## config.mk

```make
export PLATFORM = sky130hd
export DESIGN_NAME = rotation_profile_ctrl_flat
export DESIGN_NICKNAME = d
export VERILOG_FILES = /design/src/rtl/rotation_profile_ctrl_pkg.sv /design/src/rtl/rotation_profile_ctrl_if.sv /design/src/rtl/rotation_profile_ctrl_duty_ramp.sv /design/src/rtl/rotation_profile_ctrl.sv /design/src/flat_wrapper.sv
export SDC_FILE = /design/constraint.sdc
export NUM_CORES = 1
export LEC_CHECK = 0
export CELL_PAD_IN_SITES_DETAIL_PLACEMENT = 1
export CELL_PAD_IN_SITES_GLOBAL_PLACEMENT = 2
export CORE_UTILIZATION = 40
export DETAILED_ROUTE_END_ITERATION = 10
export GPL_TIMING_DRIVEN = 0
export HOLD_SLACK_MARGIN = 0.12
export PLACE_DENSITY = 0.88
export SYNTH_ARGS = -nofsm -noshare
export SYNTH_HDL_FRONTEND = slang
export SYNTH_SLANG_ARGS = --single-unit
```

## constraint.sdc

```tcl
create_clock -name clock -period 6.7 [get_ports clock]
set_clock_uncertainty 0.2 [all_clocks]
set_input_delay 2.01 -clock clock [delete_from_list [all_inputs] [get_ports clock]]
set_output_delay 2.01 -clock clock [all_outputs]
set_load 0.02 [all_outputs]
```

## src/rtl/rotation_profile_ctrl_pkg.sv

```systemverilog
// Shared types and default tuning for the swerve wheel rotation sequencer.
package rotation_profile_ctrl_pkg;

  localparam int ANGLE_W = 12;
  localparam int DUTY_W  = 8;

  // Direction encoding used by both the delta calculator and the PWM stage
  localparam logic DIR_CCW = 1'b1;
  localparam logic DIR_CW  = 1'b0;

  // Default tuning values
  localparam logic [15:0]        DEF_CALC_PERIOD = 16'd5000;
  localparam logic [ANGLE_W-1:0] DEF_TOLERANCE   = 12'd8;
  localparam logic [ANGLE_W-1:0] DEF_DECEL_ZONE  = 12'd256;
  localparam logic [DUTY_W-1:0]  DEF_MAX_PWM     = 8'd255;
  localparam logic [DUTY_W-1:0]  DEF_MIN_PWM     = 8'd32;
  localparam logic [DUTY_W-1:0]  DEF_RAMP_STEP   = 8'd4;
  localparam logic [15:0]        DEF_MAX_UPDATES = 16'd1000;
  localparam logic [7:0]         DEF_CALC_WDOG   = 8'd64;

  typedef enum logic [2:0] {
    ST_IDLE,
    ST_REQUEST,
    ST_WAIT_CALC,
    ST_EVALUATE,
    ST_HOLD,
    ST_DONE,
    ST_FAULT
  } state_t;

  // Close to the target the wheel creeps at the minimum duty, otherwise it may cruise
  function automatic logic [DUTY_W-1:0] select_cap(
    input logic [ANGLE_W-1:0] delta,
    input logic [ANGLE_W-1:0] decel_zone,
    input logic [DUTY_W-1:0]  min_pwm,
    input logic [DUTY_W-1:0]  max_pwm
  );
    return (delta < decel_zone) ? min_pwm : max_pwm;
  endfunction

endpackage

```

## src/rtl/rotation_profile_ctrl_if.sv

```systemverilog
// Handshake between the rotation sequencer and the upstream delta calculator.
interface rotation_profile_ctrl_if;
  import rotation_profile_ctrl_pkg::*;

  logic               enable_calc;
  logic               calc_updated;
  logic [ANGLE_W-1:0] delta_angle;
  logic               dir_shortest;

  modport master (
    output enable_calc,
    input  calc_updated,
    input  delta_angle,
    input  dir_shortest
  );

  modport slave (
    input  enable_calc,
    output calc_updated,
    output delta_angle,
    output dir_shortest
  );

endinterface

```

## src/rtl/rotation_profile_ctrl_duty_ramp.sv

```systemverilog
// One saturating duty step: toward the cap when driving, down to the
// minimum duty when braking for a direction reversal.
module duty_ramp
  import rotation_profile_ctrl_pkg::*;
#(
  parameter logic [DUTY_W-1:0] MIN_PWM = DEF_MIN_PWM
) (
  input  logic [DUTY_W-1:0] duty,
  input  logic [DUTY_W-1:0] cap,
  input  logic [DUTY_W-1:0] step,
  input  logic              reverse,
  output logic [DUTY_W-1:0] next_duty
);

  logic [DUTY_W:0] sum;
  logic [DUTY_W:0] up_base;
  logic [DUTY_W:0] brake_floor;

  // Nine-bit arithmetic so neither the step up nor the step down can wrap
  always_comb begin
    sum         = {1'b0, duty} + {1'b0, step};
    up_base     = (duty < MIN_PWM) ? {1'b0, MIN_PWM} : sum;
    brake_floor = {1'b0, MIN_PWM} + {1'b0, step};
    next_duty   = duty;
    if (reverse) begin
      if ({1'b0, duty} <= brake_floor) begin
        next_duty = MIN_PWM;
      end else begin
        next_duty = duty - step;
      end
    end else begin
      if (up_base > {1'b0, cap}) begin
        next_duty = cap;
      end else begin
        next_duty = up_base[DUTY_W-1:0];
      end
    end
  end

endmodule

```

## src/rtl/rotation_profile_ctrl.sv

```systemverilog
// Closed-loop rotation sequencer: periodically asks the delta calculator
// for the remaining angle and ramps the PWM duty/direction until on target.
module rotation_profile_ctrl
  import rotation_profile_ctrl_pkg::*;
#(
  parameter logic [15:0]        CALC_PERIOD = DEF_CALC_PERIOD,
  parameter logic [ANGLE_W-1:0] TOLERANCE   = DEF_TOLERANCE,
  parameter logic [ANGLE_W-1:0] DECEL_ZONE  = DEF_DECEL_ZONE,
  parameter logic [DUTY_W-1:0]  MAX_PWM     = DEF_MAX_PWM,
  parameter logic [DUTY_W-1:0]  MIN_PWM     = DEF_MIN_PWM,
  parameter logic [DUTY_W-1:0]  RAMP_STEP   = DEF_RAMP_STEP,
  parameter logic [15:0]        MAX_UPDATES = DEF_MAX_UPDATES,
  parameter logic [7:0]         CALC_WDOG   = DEF_CALC_WDOG
) (
  input  logic                  clock,
  input  logic                  reset_n,
  input  logic                  start_rotation,
  input  logic                  abort,
  rotation_profile_ctrl_if.master calc,
  output logic [DUTY_W-1:0]     pwm_duty,
  output logic                  pwm_dir,
  output logic                  pwm_enable,
  output logic                  busy,
  output logic                  done,
  output logic                  timeout_err
);

  state_t             state;
  logic               enable_calc_q;
  logic [15:0]        hold_cnt;
  logic [7:0]         wdog_cnt;
  logic [15:0]        update_cnt;
  logic [ANGLE_W-1:0] delta_q;
  logic               dir_q;
  logic [DUTY_W-1:0]  cap;
  logic               reverse;
  logic [DUTY_W-1:0]  ramp_next;
  logic [15:0]        update_next;

  assign calc.enable_calc = enable_calc_q;

  // Ramp inputs derived from the latest registered delta
  always_comb begin
    cap         = select_cap(delta_q, DECEL_ZONE, MIN_PWM, MAX_PWM);
    reverse     = (dir_q != pwm_dir) && (pwm_duty > MIN_PWM);
    update_next = update_cnt + 16'd1;
  end

  duty_ramp #(
    .MIN_PWM (MIN_PWM)
  ) u_duty_ramp (
    .duty      (pwm_duty),
    .cap       (cap),
    .step      (RAMP_STEP),
    .reverse   (reverse),
    .next_duty (ramp_next)
  );

  // Sequencer FSM; every output is registered alongside the state it belongs to
  always_ff @(posedge clock or negedge reset_n) begin
    if (!reset_n) begin
      state         <= ST_IDLE;
      enable_calc_q <= 1'b0;
      hold_cnt      <= '0;
      wdog_cnt      <= '0;
      update_cnt    <= '0;
      delta_q       <= '0;
      dir_q         <= DIR_CW;
      pwm_duty      <= '0;
      pwm_dir       <= DIR_CW;
      pwm_enable    <= 1'b0;
      busy          <= 1'b0;
      done          <= 1'b0;
      timeout_err   <= 1'b0;
    end else begin
      enable_calc_q <= 1'b0;
      done          <= 1'b0;
      if (abort) begin
        state      <= ST_IDLE;
        pwm_duty   <= '0;
        pwm_enable <= 1'b0;
        busy       <= 1'b0;
      end else begin
        unique case (state)
          ST_IDLE, ST_FAULT: begin
            if (start_rotation) begin
              state         <= ST_REQUEST;
              enable_calc_q <= 1'b1;
              timeout_err   <= 1'b0;
              update_cnt    <= '0;
              busy          <= 1'b1;
            end
          end
          ST_REQUEST: begin
            state    <= ST_WAIT_CALC;
            wdog_cnt <= 8'd1;
          end
          ST_WAIT_CALC: begin
            if (calc.calc_updated) begin
              delta_q <= calc.delta_angle;
              dir_q   <= calc.dir_shortest;
              state   <= ST_EVALUATE;
            end else if (wdog_cnt + 8'd1 == CALC_WDOG) begin
              state       <= ST_FAULT;
              pwm_duty    <= '0;
              pwm_enable  <= 1'b0;
              timeout_err <= 1'b1;
            end else begin
              wdog_cnt <= wdog_cnt + 8'd1;
            end
          end
          ST_EVALUATE: begin
            update_cnt <= update_next;
            if (delta_q <= TOLERANCE) begin
              state      <= ST_DONE;
              pwm_duty   <= '0;
              pwm_enable <= 1'b0;
              done       <= 1'b1;
              busy       <= 1'b0;
            end else if (update_next == MAX_UPDATES) begin
              state       <= ST_FAULT;
              pwm_duty    <= '0;
              pwm_enable  <= 1'b0;
              timeout_err <= 1'b1;
            end else begin
              state      <= ST_HOLD;
              pwm_duty   <= ramp_next;
              pwm_dir    <= reverse ? pwm_dir : dir_q;
              pwm_enable <= 1'b1;
              hold_cnt   <= '0;
            end
          end
          ST_HOLD: begin
            if (hold_cnt == CALC_PERIOD - 16'd1) begin
              state         <= ST_REQUEST;
              enable_calc_q <= 1'b1;
            end else begin
              hold_cnt <= hold_cnt + 16'd1;
            end
          end
          ST_DONE: begin
            state <= ST_IDLE;
          end
          default: begin
            state <= ST_IDLE;
          end
        endcase
      end
    end
  end

endmodule
```

## src/flat_wrapper.sv

```systemverilog
// flat-port wrapper written by rule: the top's interface ports become plain ports
module rotation_profile_ctrl_flat import rotation_profile_ctrl_pkg::*;
#(
  parameter logic [15:0]        CALC_PERIOD = DEF_CALC_PERIOD,
  parameter logic [ANGLE_W-1:0] TOLERANCE   = DEF_TOLERANCE,
  parameter logic [ANGLE_W-1:0] DECEL_ZONE  = DEF_DECEL_ZONE,
  parameter logic [DUTY_W-1:0]  MAX_PWM     = DEF_MAX_PWM,
  parameter logic [DUTY_W-1:0]  MIN_PWM     = DEF_MIN_PWM,
  parameter logic [DUTY_W-1:0]  RAMP_STEP   = DEF_RAMP_STEP,
  parameter logic [15:0]        MAX_UPDATES = DEF_MAX_UPDATES,
  parameter logic [7:0]         CALC_WDOG   = DEF_CALC_WDOG
)
  (clock, reset_n, start_rotation, abort, pwm_duty, pwm_dir, pwm_enable, busy, done, timeout_err, calc_enable_calc, calc_calc_updated, calc_delta_angle, calc_dir_shortest);
  rotation_profile_ctrl_if calc_i ();
  input  logic clock;
  input  logic reset_n;
  input  logic start_rotation;
  input  logic abort;
  output logic [DUTY_W-1:0] pwm_duty;
  output logic pwm_dir;
  output logic pwm_enable;
  output logic busy;
  output logic done;
  output logic timeout_err;
  output wire logic [$bits(calc_i.enable_calc)-1:0] calc_enable_calc;
  input wire logic [$bits(calc_i.calc_updated)-1:0] calc_calc_updated;
  input wire logic [$bits(calc_i.delta_angle)-1:0] calc_delta_angle;
  input wire logic [$bits(calc_i.dir_shortest)-1:0] calc_dir_shortest;
  assign calc_enable_calc = calc_i.enable_calc;
  assign calc_i.calc_updated = calc_calc_updated;
  assign calc_i.delta_angle = calc_delta_angle;
  assign calc_i.dir_shortest = calc_dir_shortest;
  rotation_profile_ctrl #(.CALC_PERIOD(CALC_PERIOD), .TOLERANCE(TOLERANCE), .DECEL_ZONE(DECEL_ZONE), .MAX_PWM(MAX_PWM), .MIN_PWM(MIN_PWM), .RAMP_STEP(RAMP_STEP), .MAX_UPDATES(MAX_UPDATES), .CALC_WDOG(CALC_WDOG)) u_core (.clock(clock), .reset_n(reset_n), .start_rotation(start_rotation), .abort(abort), .calc(calc_i), .pwm_duty(pwm_duty), .pwm_dir(pwm_dir), .pwm_enable(pwm_enable), .busy(busy), .done(done), .timeout_err(timeout_err));
endmodule
```

==> run_results.csv <==
group,metric,value,unit
die,die-area,11000,um2
timing,fin_setup_tns,0,ps
worst_setup_path,cp_data_required_time,6790,ps
timing,finalSetupViolCount,0,
clock_network,holdBufCountCts,0,
placement,dp.cells,633,
logic_synthesis,synth_top_area_cell,"dfrtp_1",
logic_synthesis,synth_commonest_cells,"70 x dfrtp_1, 52 x nand2_1, 52 x nor2_1, 41 x o21ai_0, 17 x nand3_1",
timing,hold_viol,0,
global_routing,gr-usage-all-layers,21.50,%
final_layout,final_nets,538,
timing,clock.fmax,0.2391,GHz
final_layout,stdcell_area,4938,um2
die,design.core.area,10280,um2
clock_network,clock_path_buffers,2,
placement,gp_congestion,0.7898,
global_routing,grt_max_degree,57,
clock_network,cts_buffers,9,
timing,relSlewSlack,37.61,%
die,fp-row-count,37,
pwr,leakage,2.071,nW
logic_synthesis,synthFlopType,"dfrtp_1",
clock_network,ctsHtreeMaxLevel,3,
pwr,p_int,0.8266,mW
global_routing,antenna_found_initial,0,
worst_setup_path,critPathMaxFanout,5,
logic_synthesis,avgSynthCellArea,9.103,um2
worst_setup_path,crit_chain,"clkdlybuf4s50_1 > nor2_1 > nand3_1 > nor4_1 > nand4_1 > xor2_1 > nor2_1",
logic_synthesis,ys_ff_latch,70,
placement,dp_hpwl,7838,um
pwr,p_comb_share,28.1,%
worst_setup_path,start_kind,"input pin",
clock_network,cts.clk_slew.worst_paths,90,ps
final_layout,syn_to_final_growth,16.67,%
global_routing,grt_remaining_overflow,0,
die,die_w,104.9,um
timing,tightest_slew,927.2,ps
route,drt-pass1-iter-count,4,
global_routing,grt_pass1_wl,18960,um
die,pin_count,32,
pwr,p_per_area,255.1,nW/um2
final_layout,drive_gt1_share,9.552,%
worst_hold_path,whs_path_depth,2,
worst_setup_path,rr_worst_depth,8,
timing,min_period,4183,ps
route,drt_iter0_drc,116,
clock_network,clkSinkCount,70,
die,die_y,104.9,um
timing,finalMaxSlewViolations,0,
worst_setup_path,crit_buf_inv,1,
clock_network,cts_tree,"yes",
logic_synthesis,synthesis.nets,495,
final_layout,antennaDiodeCount,0,
final_layout,nFillCells,1225,
logic_synthesis,synth_edf_count,0,
worst_setup_path,cp.arrival,4270,ps
route,wire_per_inst,16.78,um
final_layout,register_area,1752,um2
worst_setup_path,critPathMaxStageDelay,840,ps
run_status,status,"complete, no violations",
pwr,clock_power_share,28.1,%
route,route.detailed.drc,0,
logic_synthesis,yosysMostFrequentCell,"dfrtp_1",
pwr,total_power,1.260,mW
logic_synthesis,netlist_area,4233,um2
pwr,p_switching,0.4332,mW
worst_setup_path,crit_path_frequent_cell,"nor2_1",
worst_setup_path,end_kind,"flop",
logic_synthesis,synthDistinctLibCells,68,
final_layout,multi_input_area,2296,um2
route,ant_nets,0,
worst_setup_path,path_class,"input pin to flop",
logic_synthesis,synthTopCellsByArea,"dfrtp_1 41%, o21ai_0 4.8%, nand2_1 4.6%, nor2_1 4.6%, ha_1 3.5%",
worst_setup_path,cp.depth,7,
pwr,irDropWorstVdd,0.1292,mV
pwr,pwr-share-seq,43.8,%
worst_hold_path,min_path_type,"flop to flop",
final_layout,final_util,48.05,%
timing,fin_crit_sh,62.44,%
route,vias,3627,
clock_network,cts-root-buf,"clkbuf_8",
final_layout,final_cells,649,
route,vias_per_cell,5.589,
job,max_cap_viol_count,0,
clock_network,post_cts_buffers,0,
logic_synthesis,yosysWarnings,0,
logic_synthesis,synth_top_area_share,41.38,%
worst_setup_path,crit_family,"simple AND/OR/NAND/NOR gates",
placement,port_buffers,31,
clock_network,cts_resized,0,
pwr,swShare,34.39,%
logic_synthesis,syn_inst,465,
route,drt_wl_total,10890,um
placement,dpl_cell_area,4738,um2
logic_synthesis,async_flop_share,100.0,%
clock_network,worstSkewPairLatency,360,ps
die,initial_utilization,41.19,%
timing,rsz0062_at_grt,"false",
global_routing,grt_pass1_vias,3832,
worst_setup_path,critPathSlowestCell,"nor4_1",
logic_synthesis,synth_seq_area_share,41.38,%
## sequential cells by signal, summed over array words and instances, names as in the netlist
name                     count
u_core.pwm_dir               1
u_core.timeout_err           1
u_core.pwm_duty              8
u_core.busy                  1
u_core.wdog_cnt              8
u_core.state                 3
u_core.pwm_enable            1
u_core.calc.enable_calc      1
u_core.done                  1
u_core.hold_cnt             16
u_core.delta_q              12
u_core.dir_q                 1
u_core.update_cnt           16
## cell families (layout without fill, tap and decap cells)
| logic type | Yosys count | count (layout) | synth area share (%) |
|---|---|---|---|
| AO/OA/AOI/OAI | 108 | 108 | 16.05 |
| XOR/XNOR | 20 | 20 | 4.138 |
| adder cells (fa/ha/maj) | 14 | 14 | 4.020 |
| buffers and inverters | 33 | 81 | 4.374 |
| flip-flops | 70 | 70 | 41.38 |
| multiplexers | 19 | 19 | 5.025 |
| AND/OR/NAND/NOR | 201 | 201 | 25.01 |
## worst register-to-register path, cell delays in order (launching register included)
cell,delay (ps)
dfrtp_1,460
ha_1,280
nand4_1,260
nor4_2,560
mux2_4,360
a2111oi_4,540
nor2_4,130
nand2_1,230
mux2_1,360
## final cells by class
type                       instances  area share [%]
timing repair buffer              32           6.790
sequential                        70           35.47
clock buffer                      11           2.863
clock inverter                     5           1.191
buffer                            19           2.686
multi-input combinational        362           46.49
inverter                          14           1.064
tap                              136           3.446
## metal layers
layer | share of wire, % | GRT usage [%] | up-vias
li1 | - | - | 1774
met1 | 48 | 27.99 | 1803
met2 | 49 | 36.47 | 32
met3 | 1.8 | 2.932 | 18
met4 | 1.8 | 7.646 | 0
met5 | 0 | 0 | -
## power by group through the flow
stage          Combinational [mW]  Clock [mW]  Sequential (mW)
6_report                    0.354       0.354            0.551
5_1_grt                     0.396       0.380            0.561
4_1_cts                     0.359       0.363            0.552
3_5_place_dp                0.356           0            0.560
3_3_place_gp                0.340           0            0.556
2_1_floorplan               0.230           0            0.558
## stage by stage
step | hold WS, ps | worst slack (ps)
finish | 275.4 | 2517
global route | 304.0 | 2318
CTS | 282.1 | 2496
detailed placement | 263.2 | 2118
global placement | 260.1 | 891.5
floorplan | 242.0 | 3167
## cells in the final DEF, fill, tap and decap left out, types with 3 or more instances in the layout
cell,instances
a21oi_1,16
a31oi_1,8
and2_1,6
and3_1,7
clkbuf_1,10
clkbuf_8,14
clkdlybuf4s50_1,30
dfrtp_1,70
ha_1,12
inv_1,12
mux2_1,6
mux2_2,8
mux2i_1,4
nand2_1,52
nand2b_1,5
nand3_1,17
nand4_1,14
nor2_1,52
nor2b_1,5
nor3_1,6
nor4_1,7
nor4_2,3
nor4b_1,3
o211ai_1,7
o21ai_0,41
o21ai_1,9
o31ai_1,6
or3_1,9
xnor2_1,9
xor2_1,11
## final timing paths
check	from	endpoint	slack, ps
worst min-delay path	u_core.pwm_enable	u_core.pwm_enable	280
min in group asynchronous	reset_n	u_core.hold_cnt[11]	1300
max in group asynchronous	reset_n	u_core.pwm_duty[5]	4430
worst max-delay path	abort	u_core.hold_cnt[9]	2520
worst max register to register	u_core.update_cnt[0]	u_core.pwm_dir	3190
worst min register to register	u_core.pwm_enable	u_core.pwm_enable	280
(Power assumes the default switching activity.)
